### src/rtl/pin_verifier.sv
// Keypad front end: collects a 4-digit account then a 4-digit PIN, checks both against a parameter table, and locks out after repeated bad PINs.
// Latency: 1 cycle from any strobe to registered outputs; backpressure: none, every strobe is consumed or dropped in its own cycle.
module pin_verifier #(
  parameter logic [15:0] ACCT0       = 16'h1234,
  parameter logic [15:0] ACCT1       = 16'h2345,
  parameter logic [15:0] ACCT2       = 16'h3456,
  parameter logic [15:0] ACCT3       = 16'h4567,
  parameter logic [15:0] PIN0        = 16'h1111,
  parameter logic [15:0] PIN1        = 16'h2222,
  parameter logic [15:0] PIN2        = 16'h3333,
  parameter logic [15:0] PIN3        = 16'h4444,
  parameter int unsigned MAX_TRIES   = 3,
  parameter int unsigned LOCK_CYCLES = 100000000
) (
  input  logic        clk,
  input  logic        rst_n,
  input  logic        digit_valid,
  input  logic [3:0]  digit,
  input  logic        enter,
  input  logic        clear,
  input  logic        cancel,
  output logic [3:0]  status_code,
  output logic [1:0]  acct_idx,
  output logic [15:0] entry_value,
  output logic [2:0]  digit_cnt,
  output logic [2:0]  tries_left
);

  typedef enum logic [1:0] {S_ACCT, S_PIN, S_AUTH, S_LOCK} state_t;

  localparam logic [3:0]  ST_IDLE       = 4'd0;
  localparam logic [3:0]  ST_ACCT_ENTRY = 4'd1;
  localparam logic [3:0]  ST_ACCT_OK    = 4'd2;
  localparam logic [3:0]  ST_ACCT_BAD   = 4'd3;
  localparam logic [3:0]  ST_AUTH_OK    = 4'd4;
  localparam logic [3:0]  ST_PIN_BAD    = 4'd5;
  localparam logic [3:0]  ST_LOCKED     = 4'd6;
  localparam logic [2:0]  TRIES_INIT    = 3'(MAX_TRIES);
  localparam logic [31:0] LOCK_LOAD     = 32'(LOCK_CYCLES - 1);

  state_t      state;
  logic [31:0] lock_cnt;
  logic        acct_hit;
  logic [1:0]  acct_hit_idx;
  logic [15:0] pin_exp;
  logic        digit_ok;
  logic        entry_full;

  // Lowest index wins when the table holds duplicate account numbers.
  always_comb begin
    acct_hit     = 1'b1;
    acct_hit_idx = 2'd0;
    if (entry_value == ACCT0)      acct_hit_idx = 2'd0;
    else if (entry_value == ACCT1) acct_hit_idx = 2'd1;
    else if (entry_value == ACCT2) acct_hit_idx = 2'd2;
    else if (entry_value == ACCT3) acct_hit_idx = 2'd3;
    else                           acct_hit     = 1'b0;
  end

  always_comb begin
    pin_exp = PIN0;
    case (acct_idx)
      2'd1:    pin_exp = PIN1;
      2'd2:    pin_exp = PIN2;
      2'd3:    pin_exp = PIN3;
      default: pin_exp = PIN0;
    endcase
  end

  assign entry_full = (digit_cnt == 3'd4);
  assign digit_ok   = digit_valid && (digit <= 4'd9) && !entry_full;

  always_ff @(posedge clk or negedge rst_n) begin
    if (!rst_n) begin
      state       <= S_ACCT;
      status_code <= ST_IDLE;
      acct_idx    <= 2'd0;
      entry_value <= 16'd0;
      digit_cnt   <= 3'd0;
      tries_left  <= TRIES_INIT;
      lock_cnt    <= 32'd0;
    end else begin
      case (state)
        S_LOCK: begin
          if (lock_cnt == 32'd0) begin
            state       <= S_ACCT;
            status_code <= ST_IDLE;
            tries_left  <= TRIES_INIT;
            acct_idx    <= 2'd0;
          end else begin
            lock_cnt <= lock_cnt - 32'd1;
          end
        end
        S_AUTH: begin
          if (cancel) begin
            state       <= S_ACCT;
            status_code <= ST_IDLE;
          end
        end
        default: begin
          if (cancel) begin
            state       <= S_ACCT;
            status_code <= ST_IDLE;
            entry_value <= 16'd0;
            digit_cnt   <= 3'd0;
            acct_idx    <= 2'd0;
            tries_left  <= TRIES_INIT;
          end else if (enter) begin
            if (entry_full) begin
              entry_value <= 16'd0;
              digit_cnt   <= 3'd0;
              if (state == S_ACCT) begin
                if (acct_hit) begin
                  acct_idx    <= acct_hit_idx;
                  state       <= S_PIN;
                  status_code <= ST_ACCT_OK;
                  tries_left  <= TRIES_INIT;
                end else begin
                  status_code <= ST_ACCT_BAD;
                end
              end else if (entry_value == pin_exp) begin
                state       <= S_AUTH;
                status_code <= ST_AUTH_OK;
              end else if (tries_left > 3'd1) begin
                tries_left  <= tries_left - 3'd1;
                status_code <= ST_PIN_BAD;
              end else begin
                tries_left  <= 3'd0;
                state       <= S_LOCK;
                status_code <= ST_LOCKED;
                lock_cnt    <= LOCK_LOAD;
              end
            end
          end else if (clear) begin
            entry_value <= 16'd0;
            digit_cnt   <= 3'd0;
          end else if (digit_ok) begin
            entry_value <= {entry_value[11:0], digit};
            digit_cnt   <= digit_cnt + 3'd1;
            // Only a fresh session announces entry; a standing ACCT_BAD persists.
            if (state == S_ACCT && status_code == ST_IDLE)
              status_code <= ST_ACCT_ENTRY;
          end
        end
      endcase
    end
  end

endmodule

### config.mk
export PLATFORM = sky130hd
export DESIGN_NAME = pin_verifier
export DESIGN_NICKNAME = d
export VERILOG_FILES = /design/src/rtl/pin_verifier.sv
export SDC_FILE = /design/constraint.sdc
export NUM_CORES = 1
export LEC_CHECK = 0
export ABC_AREA = 1
export BUFFER_PORTS_ARGS = -buffer_cell sky130_fd_sc_hd__clkbuf_2
export CORE_MARGIN = 5
export CORE_UTILIZATION = 54
export DETAILED_ROUTE_END_ITERATION = 16
export PLACE_DENSITY = 0.73
export SLEW_MARGIN = 40
export SYNTH_ARGS = -nofsm -noshare
export SYNTH_HDL_FRONTEND = slang
export SYNTH_SLANG_ARGS = --single-unit
export TNS_END_PERCENT = 100
### constraint.sdc
create_clock -name clk -period 1.7 [get_ports clk]
set_input_delay 0.085 -clock clk [delete_from_list [all_inputs] [get_ports clk]]
set_output_delay 0.085 -clock clk [all_outputs]
set_load 0.01 [all_outputs]
# == Yosys cells after proc, flatten, opt, wreduce, memory -nomap -nowiden ==
# Cells that the tools add are included.
# Widths: inputs -> output; s select.
# op_classes
n_reduce_logical,23
eq_ne,24
n_bitwise,2
n_addsub,3
n_mux,65
n_lt_le_gt_ge,2
# op_table
operator,count
$mux 32,7
$mux 16,5
$pmux 32 s2,1
$pmux 15 s3,1
$mux 2,20
$mux 3,13
$mux 4,9
$eq 16x14->1 const B,2
$logic_not 32->1,1
$sub 32x1->32 const B,1
$reduce_and 6->1,4
$eq 16x13->1 const B,1
$eq 16x15->1 const B,1
$eq 16x16->1,1
$reduce_bool 3->1,4
$reduce_bool 4->1,3
$eq 2x2->1 const B,4
$ne 2x1->1 const B,4
$ne 4x3->1 const B,2
$pmux 2 s2,2
$pmux 4 s2,1
$reduce_and 8->1,1
$ne 2x2->1 const B,3
$pmux 3 s2,1
other kinds (19),27
# totals
inputBits,10
wordCells,126
ff_bits,62

# == Logic depth before layout (Yosys ltp) ==
# Gate-level depths: netlist (run 1).
# depth
ltp_word,11
mapped_depth,15
ltp_nobuf,15

# == Worst setup path before layout (run 1) ==
# OpenSTA, ideal clock, no wires.
# synth_path
path_kind,register -> register
from,reg acct_idx[0]
to,reg lock_cnt[16]
setup_ns,0.121
stages_incl_launch_ff,14
t_arrival_ns,1.700
required_ns,1.579
n_path_buf,1
setup_slack_ns,-0.121
path_cell_list,dfrtp_1 -> inv_1 -> ha_1 -> inv_1 -> nand3_1 -> nand2_1 -> nand2_1 -> nor2_1 -> nand2_1 -> nand3_1 -> nand2_4 -> nand2_8 -> buf_4 -> o21ai_1
# synth_via
elab_chain_cells,5
word_cells_on_any_way,7
cone_classes,eq/ne: 5; mux: 1; reduce/logical: 1
# synth_lines
element,line_no,rtl
from (decl),23,"output logic [1:0] acct_idx,"
from (signal assigned),114,acct_idx <= acct_hit_idx;
$eq 2x2->1 / $eq 2x1->1 (equally long branches),62,case (acct_idx)
$pmux 15 s3 *,62,
$eq 16x16->1 *,121,end else if (entry_value == pin_exp) begin
$ne 2x1->1 (no source line) *,n/a,
$reduce_and 8->1 (no source line) *,n/a,
to (signal assigned),91,lock_cnt <= lock_cnt - 32'd1;
to (decl),42,logic [31:0] lock_cnt;
# Every way passes the cells marked *; elsewhere a longest branch is shown, timed or not.
# A chain may end at the register's enable or synchronous reset.

# == Worst setup path after layout (run 1) ==
# layout_path
from,reg acct_idx[1]
to,reg lock_cnt[22]
# Same word-level chain as after synthesis.

==> results of run 1 <==
-- what timing repair did --
item                                   in CTS  in global routing
setup buffers                               1                 17
endpoints found under the hold margin      62                  0
resized for setup                          14                 98
gates cloned                                1                  7
pin swaps                                   3                  8
setup endpoints to repair                  45                 60
hold buffers                                4                  0
-- routing by layer --
metal  vias to the layer above  track usage, %  part of all wire (%)
met5                         -               0                     0
met4                         0            10.9                   3.4
met3                        53            4.59                   6.0
met2                       204            41.6                    51
met1                      2139            30.1                    40
li1                       2168               -                     -
-- worst reg2reg max path: cells and delay by family (launching register included) --
kind / cells / cell delay (ps)
AND/OR/NAND/NOR: 8 / 880
flip-flops: 1 / 470
buffers and inverters: 2 / 270
AO/OA/AOI/OAI: 2 / 270
adder cells (fa/ha/maj): 1 / 150
-- report_power, final --
part           internal [mW]  switching, mW  leakage [nW]
Sequential              1.69          0.199         0.824
Combinational           2.25           2.86          2.14
Clock                  0.681          0.685        0.0954
-- synthesized netlist by cell type --
cell type,number
o21ai_1,21
nand2_4,2
nand2_2,6
nand3_1,33
dfrtp_1,59
nor2_1,121
a21oi_1,6
o21ai_2,18
conb_1,1
nand3_2,1
o21ai_0,15
nor2_2,8
clkinv_2,1
a21boi_0,1
xnor2_1,11
ha_1,9
buf_6,5
buf_2,2
o21a_1,2
o21ai_4,1
nand4_1,3
inv_1,55
buf_4,3
nor3_4,1
dfstp_2,2
nand3b_1,3
nand2_8,1
xor2_1,11
or2_2,7
nor2_4,2
o22ai_1,13
inv_2,5
nor3_1,4
nor3b_1,1
clkbuf_1,2
nand2_1,156
-- state kept, by name, summed over array words and instances, names as in the netlist --
name / cells
acct_idx: 2
digit_cnt: 3
entry_value: 16
lock_cnt: 32
state: 2
status_code: 3
tries_left: 3
-- through the flow --
stage	setup WS [ps]	total power, mW	hold WS (ps)
floorplan	-65.0	4.77	-211
global placement	-118	6.23	127
detailed placement	-221	6.34	132
CTS	-187	7.73	15.5
global route	-446	9.02	-2.36
finish	-414	8.36	-18.3
-- layout make-up --
| cell class | count | area, um^2 |
|---|---|---|
| clock inverter | 7 | 76.3 |
| sequential | 61 | 1540 |
| timing repair buffer | 144 | 1180 |
| fill | 515 | 1700 |
| tap | 102 | 128 |
| inverter | 61 | 235 |
| clock buffer | 9 | 124 |
| multi-input combinational | 459 | 2630 |
-- cells by family (layout without fill, tap and decap cells) --
group / after synthesis / count (layout) / synth area share [%]
AOI/OAI and AO/OA: 77 / 77 / 11.8
xor gates and xnor gates: 22 / 22 / 4.64
adders and majority gates: 9 / 9 / 2.71
buffers and inverters: 73 / 221 / 7.87
DFF: 61 / 61 / 36.9
other: 1 / 1 / 0.0904
and+or+nand+nor: 349 / 350 / 36.1
-- worst min-delay path by stage --
stage | from | to | slack (ps) | depth (start not counted)
floorplan | rst_n | acct_idx[0]$_DFFE_PN0P_ | -210 | 0
global placement | rst_n | lock_cnt[7]$_DFFE_PN0P_ | 130 | 2
detailed placement | rst_n | lock_cnt[12]$_DFFE_PN0P_ | 130 | 2
CTS | digit[0] | entry_value[0]$_DFFE_PN0P_ | 20 | 3
global route | digit[0] | entry_value[0]$_DFFE_PN0P_ | -2 | 3
finish | digit[0] | entry_value[0]$_DFFE_PN0P_ | -20 | 3
==> out/qor.yml, run 1 <==
timing:
  setup_viol: 41
  clock-skew-final_ps: 13.5
  count_of_final_max_slew_check_failures: 0
  setup-tns-final_ps: -14530
  timing.final.crit_share_pct: 124
  maxClockFrequency_mhz: 473
  hold_viol_final: 1
  min_period_ps: 2110
  fin_hold_ws_ps: -18.3
  rsz0062_at_grt: "true"
  setup_ws_ps: -414
setup_path:
  slowest_stage_cell_crit_path: "dfrtp_2"
  criticalPathCategory: "reg -> reg"
  worstPathBufferInverterCount: 2
  critical_path.cell_chain: "inv_2 -> ha_4 -> nor2_1 -> o21ai_0 -> nand2_1 -> nor2_1 -> nand2_2 -> nand3_2 -> nand2_4 -> nand2_8 -> clkbuf_16 -> nand2_2 -> o21ai_1"
  cp_max_fo: 6
  reg_to_reg_start: "acct_idx[1]$_DFFE_PN0P_"
  worst-endpoint-required_ps: 1990
  worstSetupPathDepth: 13
  endpoint_type_of_the_worst_setup_path: "flop"
  worst_path_dominant_cell_family: "simple AND/OR/NAND/NOR gates"
  setup.worst_path.start_class: "flop"
  reg2regPathDepth: 13
  cp-endpoint: "lock_cnt[22]$_DFFE_PN0P_"
  rrSetupSlack_ps: -410
  regToRegEndpoint: "lock_cnt[22]$_DFFE_PN0P_"
  startpoint: "acct_idx[1]$_DFFE_PN0P_"
  timing.critical_path.slowest_cell_delay_ps: 470
  worstPathArrival_ps: 2400
job:
  timing.max_cap.violations: 0
layout:
  final-instance-count-excl-fill: 843
  post_route_cells_drive_above_1_share_pct: 40.8
  leading_cell_type_in_the_layout_fill_and_taps_excluded: "nand2_1"
  num-nets-final: 755
  diodes: 0
  most-common-layout-cells: "nand2_1, nor2_1, buf_4"
  final_design_area_no_fill_mm2: 0.00591
  final_util_pct: 77.6
  area_growth_pct: 42.3
drt:
  remaining_drc_errors: 0
  totalWireLength_um: 13000
  route.detailed.vias_per_inst: 5.41
  route.detailed.wl_per_inst_um: 15.4
  routed-via-count: 4564
  drt-initial-drc-count: 257
  drt_pass1_iterations: 5
  final_antenna_net_count: 0
run_status:
  failed_checks: "negative hold slack, negative setup slack"
  run_status: "complete, but fails checks"
cts:
  cts.htree.levels: 3
  cts_tree: "done"
  insertion_delay_ps: 370
  cts.clk_slew.worst_paths_ps: 90
  root_buffer: "clkbuf_8"
  cts_buffers: 9
  clkSinkCount: 61
  cts-root-to-sink-buffers: 2
power:
  vdd_ir_drop_max_uv: 869
  power.density_cell_area_mw_per_mm2: 1420
  power_leakage_nw: 3.06
synthesis:
  synth-seq-area-share_pct: 36.9
  synthCells: 592
  synth.avg_cell_area_um2: 7.01
  yosys-top-cells-area: "dfrtp_1, nand2_1, nor2_1"
  number_of_warnings_issued_by_yosys: 0
  synth.top_cell.area_share_pct: 35.6
  yosys.cell_types.count: 36
  postSynthNetCount: 611
  synth_area_mm2: 0.00415
  yosysTopAreaCell: "dfrtp_1"
  postSynthRegisterBits: 61
die:
  initial_utilization_pct: 54.5
  die-width_um: 97.7
  coreArea_mm2: 0.00761
  die_y_um: 97.7
  die_footprint_mm2: 0.00954
  rows: 32
  ios: 38
placement:
  placed_area_mm2: 0.00503
  dpl.cell_count: 797
  routabilityCongestion: 0.991
  dp_hpwl_um: 8040
  port_buffers: 36
grt:
  initial_antenna_violation_count: 0
  grt.overflow.total: 0
  grt_use_total_pct: 24.5
  grt_pass1_vias: 4270
  wire_length_of_the_first_global_routing_pass_um: 19300
  largest_net_degree_at_the_start_of_global_routing: 62
hold_path:
  timing.hold.worst.class: "in -> reg"
(Power assumes the default switching activity.)
==> run 2, diff against run 1 <==
REMOVE_ABC_BUFFERS = 1   (was unset)
==> run 2 against run 1 <==
  * The run still ends with negative hold slack, negative setup slack left
  * Combinational power down 2%
  * Setup slack better by 180 ps
  * Highest routed layer unchanged
  * Count of clock-buffer cells in the layout unchanged
==> out/qor.yml, run 2 (same netlist as run 1, synthesis figures left out) <==
cts:
  cts-root-to-sink-buffers: 2
  cts.htree.levels: 3
  root_buffer: "clkbuf_8"
  clkSinkCount: 61
  cts.clk_slew.worst_paths_ps: 80
  insertion_delay_ps: 360
  cts_tree: "done"
  cts_buffers: 9
drt:
  drt_pass1_iterations: 7
  routed-via-count: 4447
  drt-initial-drc-count: 257
  remaining_drc_errors: 0
  final_antenna_net_count: 0
  route.detailed.vias_per_inst: 5.40
  totalWireLength_um: 12500
  route.met3.wl_um: 711
  route.detailed.wl_per_inst_um: 15.2
  routed.top_layer: "met4"
  wirelength_met1_um: 4880
  detailroute.wirelength.met2_um: 6480
setup_path:
  reg_to_reg_start: "acct_idx[0]$_DFFE_PN0P_"
  criticalPathCategory: "reg -> reg"
  worstPathArrival_ps: 2210
  timing.critical_path.slowest_cell_delay_ps: 450
  worst_path_dominant_cell_family: "simple AND/OR/NAND/NOR gates"
  critical_path.cell_chain: "inv_4 -> ha_4 -> inv_2 -> nand2_1 -> nand2_1 -> nand2_1 -> nor2_1 -> nand2_2 -> nand3_2 -> nand2_4 -> nand2_8 -> clkbuf_16 -> nand2_2 -> o21ai_1"
  cp_max_fo: 6
  reg2regPathDepth: 14
  critPathMostFrequentCell: "nand2_1"
  worst-endpoint-required_ps: 1980
  rrSetupSlack_ps: -230
  slowest_stage_cell_crit_path: "dfrtp_2"
  endpoint_type_of_the_worst_setup_path: "flop"
  regToRegEndpoint: "lock_cnt[4]$_DFFE_PN0P_"
  setup.worst_path.start_class: "flop"
  worstPathBufferInverterCount: 3
timing:
  count_of_final_max_slew_check_failures: 0
  min_period_ps: 1930
  timing.slew.headroom_pct: 59.2
  timing.final.crit_share_pct: 114
  worst_tran_pin_value_ps: 607
  clock-skew-final_ps: 10.7
  maxClockFrequency_mhz: 517
  setup_viol: 40
  rsz0062_at_grt: "true"
  hold_viol_final: 1
  fin_hold_ws_ps: -1.32
  setup_ws_ps: -235
die:
  coreArea_mm2: 0.00761
  die_footprint_mm2: 0.00954
  die-width_um: 97.7
  die_y_um: 97.7
  ios: 38
  rows: 32
  initial_utilization_pct: 54.5
placement:
  dp_hpwl_um: 8170
  port_buffers: 36
  placed_area_mm2: 0.00498
  dpl.cell_count: 795
  routabilityCongestion: 0.925
layout:
  largest_register_ffs: 32
  most-common-layout-cells: "nand2_1, nor2_1, buf_4"
  post_route_cells_drive_above_1_share_pct: 38.0
  final_design_area_no_fill_mm2: 0.00575
  leading_cell_type_in_the_layout_fill_and_taps_excluded: "nand2_1"
  num-nets-final: 735
  diodes: 0
  final-instance-count-excl-fill: 823
  regMostFlops: "lock_cnt"
  largestRegisters: "lock_cnt x32, entry_value x16"
  area_growth_pct: 38.5
grt:
  grt.overflow.total: 0
  grt_pass1_vias: 4179
  wire_length_of_the_first_global_routing_pass_um: 18700
  grt_use_total_pct: 24.1
  largest_net_degree_at_the_start_of_global_routing: 62
  initial_antenna_violation_count: 0
power:
  vdd_ir_drop_max_uv: 1050
  power_leakage_nw: 2.96
  design_power_total_mw: 8.25
  power.density_cell_area_mw_per_mm2: 1440
job:
  timing.max_cap.violations: 0
hold_path:
  whs_endpoint: "entry_value[3]$_DFFE_PN0P_"
  min_from: "digit[3]"
  timing.hold.worst.class: "in -> reg"
  whs_path_depth: 3
run_status:
  run_status: "complete, but fails checks"
  failed_checks: "negative hold slack, negative setup slack"
run 2: cell count changes in the layout (fill, tap and decap cells not counted), moves of 3 or more:
cell     delta
buf_4      -15
dfrtp_1     +3
dfrtp_2     -3
inv_2       -3
nand2_2     -8
nand2_4     +5
o21ai_2     -3
run 2: metrics by stage:
step	util [%]	hold slack (ps)	TNS, ps	worst slack (ps)
global route	75.5	1.00	-10620	-316
finish	75.5	-1.32	-7350	-235
global placement	65.4	129	-5200	-151
detailed placement	65.4	129	-7180	-213
floorplan	-	-211	-6550	-236
CTS	70.0	0.690	-5530	-162
run 2: worst max path at each step:
stage | cells after the start | slack (ps) | endpoint | startpoint
floorplan | 12 | -240 | lock_cnt[1]$_DFFE_PN0P_ | acct_idx[0]$_DFFE_PN0P_
global placement | 14 | -150 | lock_cnt[30]$_DFFE_PN0P_ | acct_idx[1]$_DFFE_PN0P_
detailed placement | 14 | -210 | lock_cnt[22]$_DFFE_PN0P_ | acct_idx[0]$_DFFE_PN0P_
CTS | 14 | -160 | tries_left[0]$_DFFE_PN1P_ | acct_idx[0]$_DFFE_PN0P_
global route | 15 | -320 | lock_cnt[24]$_DFFE_PN0P_ | acct_idx[0]$_DFFE_PN0P_
finish | 14 | -230 | lock_cnt[4]$_DFFE_PN0P_ | acct_idx[0]$_DFFE_PN0P_
run 2: final cells by class:
| class | count | area (um^2) |
|---|---|---|
| Clock buffer | 9 | 124 |
| Clock inverter | 7 | 75.1 |
| Fill cell | 550 | 1860 |
| Inverter | 61 | 238 |
| Multi-Input combinational cell | 459 | 2660 |
| Sequential cell | 61 | 1530 |
| Tap cell | 102 | 128 |
| Timing Repair Buffer | 124 | 992 |
run 2: worst min-delay path: cells and delay by family:
| family | cells | cell delay (ps) |
|---|---|---|
| AOI/OAI and AO/OA | 1 | 80 |
| buffers and inverters | 2 | 160 |
run 2: repair_timing:
action                                  4_1_cts  5_1_grt
resized for setup                            26       94
hold buffers                                  2        0
pin swaps                                     3       28
endpoints found under the setup margin       44       61
buffers inserted                              0        4
cloned                                        2        4
endpoints found under the hold margin        60        0
run 2: where the power goes:
group	switching, mW	internal [mW]
Sequential	0.206	1.69
Combinational	2.92	2.10
Clock	0.658	0.681
run 2: layer usage:
metal,up-vias,global-route usage [%]
li1,2123,-
met1,2102,28.6
met2,173,41.6
met3,49,4.81
met4,0,11.2
met5,-,0
